`config.mk`:
```
export PLATFORM = sky130hd
export DESIGN_NAME = sctag_stdatarep_pipe
export DESIGN_NICKNAME = d
export VERILOG_FILES = /design/src/rtl/sctag_stdatarep_pipe.sv
export SDC_FILE = /design/constraint.sdc
export NUM_CORES = 1
export LEC_CHECK = 0
export BUFFER_PORTS_ARGS = -buffer_cell sky130_fd_sc_hd__clkbuf_2
export CORE_AREA = 2 2 125 127
export CTS_CLUSTER_SIZE = 12
export DETAILED_ROUTE_END_ITERATION = 16
export DIE_AREA = 0 0 127 129
export PLACE_DENSITY = 0.84
export SLEW_MARGIN = 20
export SYNTH_ARGS = -nofsm -noshare
export SYNTH_HDL_FRONTEND = slang
export SYNTH_SLANG_ARGS = --single-unit
```
`constraint.sdc`:
```
create_clock -name rclk -period 5.14 [get_ports rclk]
set_input_delay 0.257 -clock rclk [delete_from_list [all_inputs] [get_ports rclk]]
set_output_delay 0.257 -clock rclk [all_outputs]
set_load 0.05 [all_outputs]
```
`src/rtl/sctag_stdatarep_pipe.sv`:
```
// sctag_stdatarep_pipe: flow-controlled store-data repeater with dual output copies, parity check and transfer count
module sctag_stdatarep_pipe #(
    parameter int WIDTH  = 78,
    parameter int DEPTH  = 2,
    parameter int PARITY = 1
) (
    input  logic             rclk,
    input  logic             arst_l,
    input  logic [WIDTH-1:0] arbdp_store_data_c2,
    input  logic             arbdp_store_par_c2,
    input  logic             arbdp_store_vld_c2,
    output logic             stdatarep_rdy,
    input  logic             rep_hold,
    output logic [WIDTH-1:0] rep_store_data_out,
    output logic [WIDTH-1:0] sctag_scdata_stdecc_out,
    output logic             stdatarep_vld_out,
    output logic             stdatarep_par_err,
    input  logic             stdatarep_err_clr,
    input  logic             stdatarep_cnt_clr,
    output logic [7:0]       stdatarep_xfer_cnt
);
    logic [DEPTH-1:0] v, adv, ld, p, src_p;
    logic [WIDTH-1:0] d     [DEPTH];
    logic [WIDTH-1:0] src_d [DEPTH];
    logic [WIDTH-1:0] copy_b;
    logic             xfer, err_set;

    // A stage moves when the hold is off or any stage ahead of it is empty.
    always_comb begin
        logic go;
        adv = '0;
        go  = ~rep_hold;
        for (int i = DEPTH - 1; i >= 0; i--) begin
            adv[i] = v[i] & go;
            go     = go | ~v[i];
        end
    end

    assign stdatarep_rdy = ~v[0] | adv[0];

    always_comb begin
        ld       = '0;
        src_p    = '0;
        ld[0]    = arbdp_store_vld_c2 & stdatarep_rdy;
        src_d[0] = arbdp_store_data_c2;
        src_p[0] = arbdp_store_par_c2;
        for (int i = 1; i < DEPTH; i++) begin
            ld[i]    = adv[i-1];
            src_d[i] = d[i-1];
            src_p[i] = p[i-1];
        end
    end

    assign xfer    = adv[DEPTH-1];
    assign err_set = (PARITY != 0) && xfer && ((^d[DEPTH-1]) ^ p[DEPTH-1]);

    assign rep_store_data_out      = d[DEPTH-1];
    assign sctag_scdata_stdecc_out = copy_b;
    assign stdatarep_vld_out       = v[DEPTH-1];

    always_ff @(posedge rclk or negedge arst_l) begin
        if (!arst_l) begin
            v      <= '0;
            p      <= '0;
            copy_b <= '0;
            for (int i = 0; i < DEPTH; i++) d[i] <= '0;
            stdatarep_par_err  <= 1'b0;
            stdatarep_xfer_cnt <= 8'd0;
        end else begin
            for (int i = 0; i < DEPTH; i++) begin
                v[i] <= ld[i] | (v[i] & ~adv[i]);
                if (ld[i]) begin
                    d[i] <= src_d[i];
                    p[i] <= src_p[i];
                end
            end
            // Second physical copy of the output stage, same load enable as copy A.
            if (ld[DEPTH-1]) copy_b <= src_d[DEPTH-1];
            stdatarep_par_err  <= err_set ? 1'b1 : stdatarep_err_clr ? 1'b0 : stdatarep_par_err;
            stdatarep_xfer_cnt <= stdatarep_cnt_clr ? 8'd0 :
                                  (xfer && stdatarep_xfer_cnt != 8'hff) ? stdatarep_xfer_cnt + 8'd1 :
                                  stdatarep_xfer_cnt;
        end
    end
endmodule

```
# == Yosys cells after proc, flatten, opt, wreduce, memory -nomap -nowiden ==
# Cells that the tools add are included.
# classes
n_addsub,1
eq_ne,1
mux,4
bitwise,15
n_reduce_logical,5
# op_table
operator,n
parity 78 bit,1
2-to-1 mux 8 bit,2
"adder 8 x 1 -> 8 bit, second input constant",1
"inequality test 8 bit, second input constant",1
AND 1 bit,5
inverter 1 bit,5
OR 1 bit,4
nonzero test 2 bit,2
logical AND 1 bit,2
2-to-1 mux 1 bit,2
bitwise XOR 1 bit,1
# word_totals
register_bits,169
inputBits,85
out_inout_bits,167
word_cells,33

# == Depth between registers and ports, before layout ==
# logic_depth
depth_word,6
ltp_mapped,6
ltp_nobuf,6

# == Worst setup path after synthesis ==
# OpenSTA, ideal clock, no wires.
# synth_timing
path_kind,register to register
start,register v[1]
end,register d[145] (netlist name)
setup_ns,0.125
arrival_ns,2.386
required_ns,5.015
setup_slack_ns,2.630
stages_incl_launch_ff,6
n_path_buf,2
synth_period_minus_slack_ns,2.510
cell_sequence,dfrtp_1 -> nand3_1 -> nand2_1 -> buf_2 -> buf_2 -> mux2_2
# synth_between
elab_chain_len,5
# synth_lines
item,line,source
start: declaration,22,"logic [DEPTH-1:0] v, adv, ld, p, src_p;"
start signal: indexed assignment,71,v[i] <= ld[i] | (v[i] & ~adv[i]);
inverter 1 bit,35,go = go | ~v[i];
OR 1 bit,35,
AND 1 bit,34,adv[i] = v[i] & go;
OR 1 bit,39,assign stdatarep_rdy = ~v[0] | adv[0];
net stdatarep_rdy,12,"output logic stdatarep_rdy,"
AND 1 bit,44,ld[0] = arbdp_store_vld_c2 & stdatarep_rdy;
end signal: indexed assignment,73,d[i] <= src_d[i];
end: declaration,23,logic [WIDTH-1:0] d [DEPTH];
# The timed path passes the listed nets, and every way through them passes these cells.
# A chain may end at the register's enable or synchronous reset.

# == Worst setup path in the final report ==
# layout_timing
start,"register d, in the netlist rep_store_data_out[2]"
end,register stdatarep_par_err
# layout_between
elab_chain_len,4
elab_cells_between_ends,5
classes_between,mux (1); bitwise (1); reduce/logical (3)
# layout_lines
item,line,source
parity 78 bit (*),55,assign err_set = (PARITY != 0) && xfer && ((^d[DEPTH-1]) ^ p[DEPTH-1]);
bitwise XOR 1 bit (*),55,
logical AND 1 bit (*),55,
2-to-1 mux 1 bit / nonzero test 2 bit (equally long branches),n/a,
end signal: assignment,79,stdatarep_par_err <= err_set ? 1'b1 : stdatarep_err_clr ? 1'b0 : stdatarep_par_err;
end: declaration,17,"output logic stdatarep_par_err,"
# Every way passes the cells marked *; elsewhere a longest branch is shown, timed or not.

==> impl_metrics.yaml <==
outcome:
  outcome: "completed"
floorplanning:
  die_area_um2: 16380
  die_x_um: 127
  core-area_um2: 14980
  die_h_um: 129
  io_pins: 252
  start_util_pct: 54.82
  row_count: 45
critical_path:
  worst_setup_path_start_kind: "register"
  critPathMaxFanout: 4
  crit_required_ns: 5.43
  arrival_ns: 2.45
  endpoint_kind: "register"
  crit_type: "reg2reg"
  r2r_start: "rep_store_data_out[2]"
  r2r_cells: 6
  critPathLaunch: "rep_store_data_out[2]"
pwr:
  peakVddDrop_uv: 646.9
  p_leak_uw: 0.004341
  powerDensity_nw_per_um2: 705.8
  pwr-share-seq_pct: 28.8
  pwr-share-comb_pct: 50.7
  switchingPower_uw: 2719
  p_int_uw: 3747
  switching_share_pct: 42.04
  p_clk_share_pct: 20.5
yosys:
  syn-instance-count: 608
  postSynthAreaPerCell_um2: 13.50
  synth_area_leaders: "dfrtp_1 (52%), mux2_2 (22%), buf_4 (14%)"
  syn_nets: 694
  synth.distinct_cells: 28
  yosys.area.top_type: "dfrtp_1"
  yosys_register_bits: 169
  synth_area_um2: 8210
  ys_warn_count: 0
  yosysTopAreaCellShare_pct: 51.51
  seq_area_frac_synth_pct: 51.51
clock_tree:
  numCtsBuffers: 17
  clock_path_buffers: 2
  clkLatencyLatePin_ns: 0.42
  postCtsHoldBufs: 1
  cts-htree-levels: 4
  ctsResizeCount: 0
  post-cts-setup-buffers: 0
  cts_num_sinks: 169
  clk_pin_slew_ns: 0.06
  cts_tree: "yes"
  root_buffer: "clkbuf_16"
place:
  dpl_cell_area_um2: 8517
  portBuffers: 251
  dp.cells: 878
  place_congestion: 0.7380
  pre_cts_slack_ns: 2.963
  dpl.hpwl_um: 10910
layout:
  area_growth_syn_to_layout_pct: 11.58
  final_cell_count_no_fill: 911
  drive_above_1_share_pct: 61.91
  stdcell_area_um2: 9161
  fin_util_pct: 61.17
  layout.nets: 796
global_route:
  grt_max_degree: 80
  grt_usage_pct: 19.13
  first_global_vias: 4714
  antenna_found_initial: 1
  grt_pass1_wl_um: 24240
  grt_overflow: 0
worst_hold_path:
  worstHoldStart: "stdatarep_err_clr"
  hold_depth: 2
  hp-class: "in2reg"
timing:
  worst_slack_ns: 2.971
  slew_headroom_pct: 48.83
  fin_skew_ns: 0.008028
  period_share_pct: 42.19
  period_needed_ns: 2.169
  fmax_mhz: 461.1
  drv_slew: 0
  tns_ns: 0
  rsz0062_at_grt: "no"
  setup_viol: 0
  worstMarginPinSlew_ns: 0.7675
  hold_viol_final: 0
route:
  wl_per_cell_um: 16.72
  antenna_left: 0
  vias: 4515
  drtPass1Iterations: 4
  drt-total-wl_um: 15240
  drtIter0Drc: 164
  viasPerCell: 4.956
  route.detailed.drc: 0
run:
  max_cap_viol_count: 0
## cell usage in the layout, fill, tap and decap left out, types with 3 or more instances in the layout
cell        count
buf_4           4
bufinv_16       3
clkbuf_16      17
clkbuf_2      250
clkbuf_8        4
clkinvlp_4      3
dfrtp_1       169
mux2_2        158
nor2_1          8
xnor2_1        57
xnor3_1         7
xor2_1         12
## power by group through the flow
stage	combinational (µW)	sequential (µW)	clock, µW
2_1_floorplan	3150	1830	0
3_3_place_gp	3290	1860	0
3_5_place_dp	3310	1890	0
4_1_cts	3320	1870	1350
5_1_grt	3420	1900	1420
6_report	3280	1860	1330
## through the flow
step	hold slack [ns]	total power, µW
after global placement	0.2366	5145
final	0.05795	6466
after detailed placement	0.2481	5196
after global routing	0.03694	6748
after floorplan	-0.03859	4978
after CTS	0.03517	6540
## critical path: stages (launching register included)
cell     delay [ns]
dfrtp_1        0.42
xor2_1         0.18
xnor2_1        0.47
xnor2_2        0.19
xnor3_1        0.32
xnor3_1        0.38
o22ai_2        0.06
## routing by layer
metal | vias to the layer above | track usage (%) | wire length [µm]
li1 | 2077 | - | -
met1 | 2275 | 23.48 | 6264
met2 | 146 | 32.86 | 7911
met3 | 17 | 5.239 | 841
met4 | 0 | 6.658 | 218
met5 | - | 0 | 0
## layout make-up
type	instances	area (µm²)
diodes	1	2.502
well taps	188	235.2
clock inverters	9	138.9
repair buffers	256	1303
fillers	1155	5816
inverters	2	7.507
flip-flops and latches	169	4229
clock buffers	22	484.2
multi-input cells	264	2761
## cell usage after synthesis
library cell	count
dfrtp_1	169
mux2_2	158
buf_4	156
xnor2_1	57
xor2_1	12
nor2_1	8
buf_1	7
xnor3_1	7
clkbuf_1	6
buf_2	4
nand2_1	3
inv_1	2
nand2b_1	2
nand3_1	2
nand4_1	2
a21boi_1	1
a21o_1	1
a21oi_1	1
a311o_1	1
a41oi_1	1
and3_1	1
and4_1	1
ha_1	1
mux2i_1	1
o21ai_0	1
o22ai_2	1
or3_1	1
xnor2_2	1
## cell families (layout without fill, tap and decap cells)
logic type                 after synthesis  in the layout  share of synthesized area, %
and+or+nand+nor                         20             20                         1.189
DFF                                    169            169                         51.51
AOI/OAI and AO/OA                        7              7                        0.6857
xor gates and xnor gates                77             77                         9.479
other                                    0              1                             0
buffers and inverters                  175            289                         15.19
muxes                                  159            159                         21.79
adders and majority gates                1              1                        0.1524
## final timing paths
check / to / slack (ns)
worst max-delay path: stdatarep_par_err / 2.97
worst min-delay path: stdatarep_par_err / 0.06
worst max register to register: stdatarep_par_err / 2.97
worst min register to register: rep_store_data_out[17] / 0.50
max in group asynchronous: rep_store_data_out[30] / 3.59
min in group asynchronous: rep_store_data_out[70] / 0.36
## flip-flops by register name (all words and copies together), names as in the netlist
register	count
rep_store_data_out	78
p	2
d	78
stdatarep_par_err	1
v	2
stdatarep_xfer_cnt	8
Note: power is estimated with default switching activity, not from simulation.
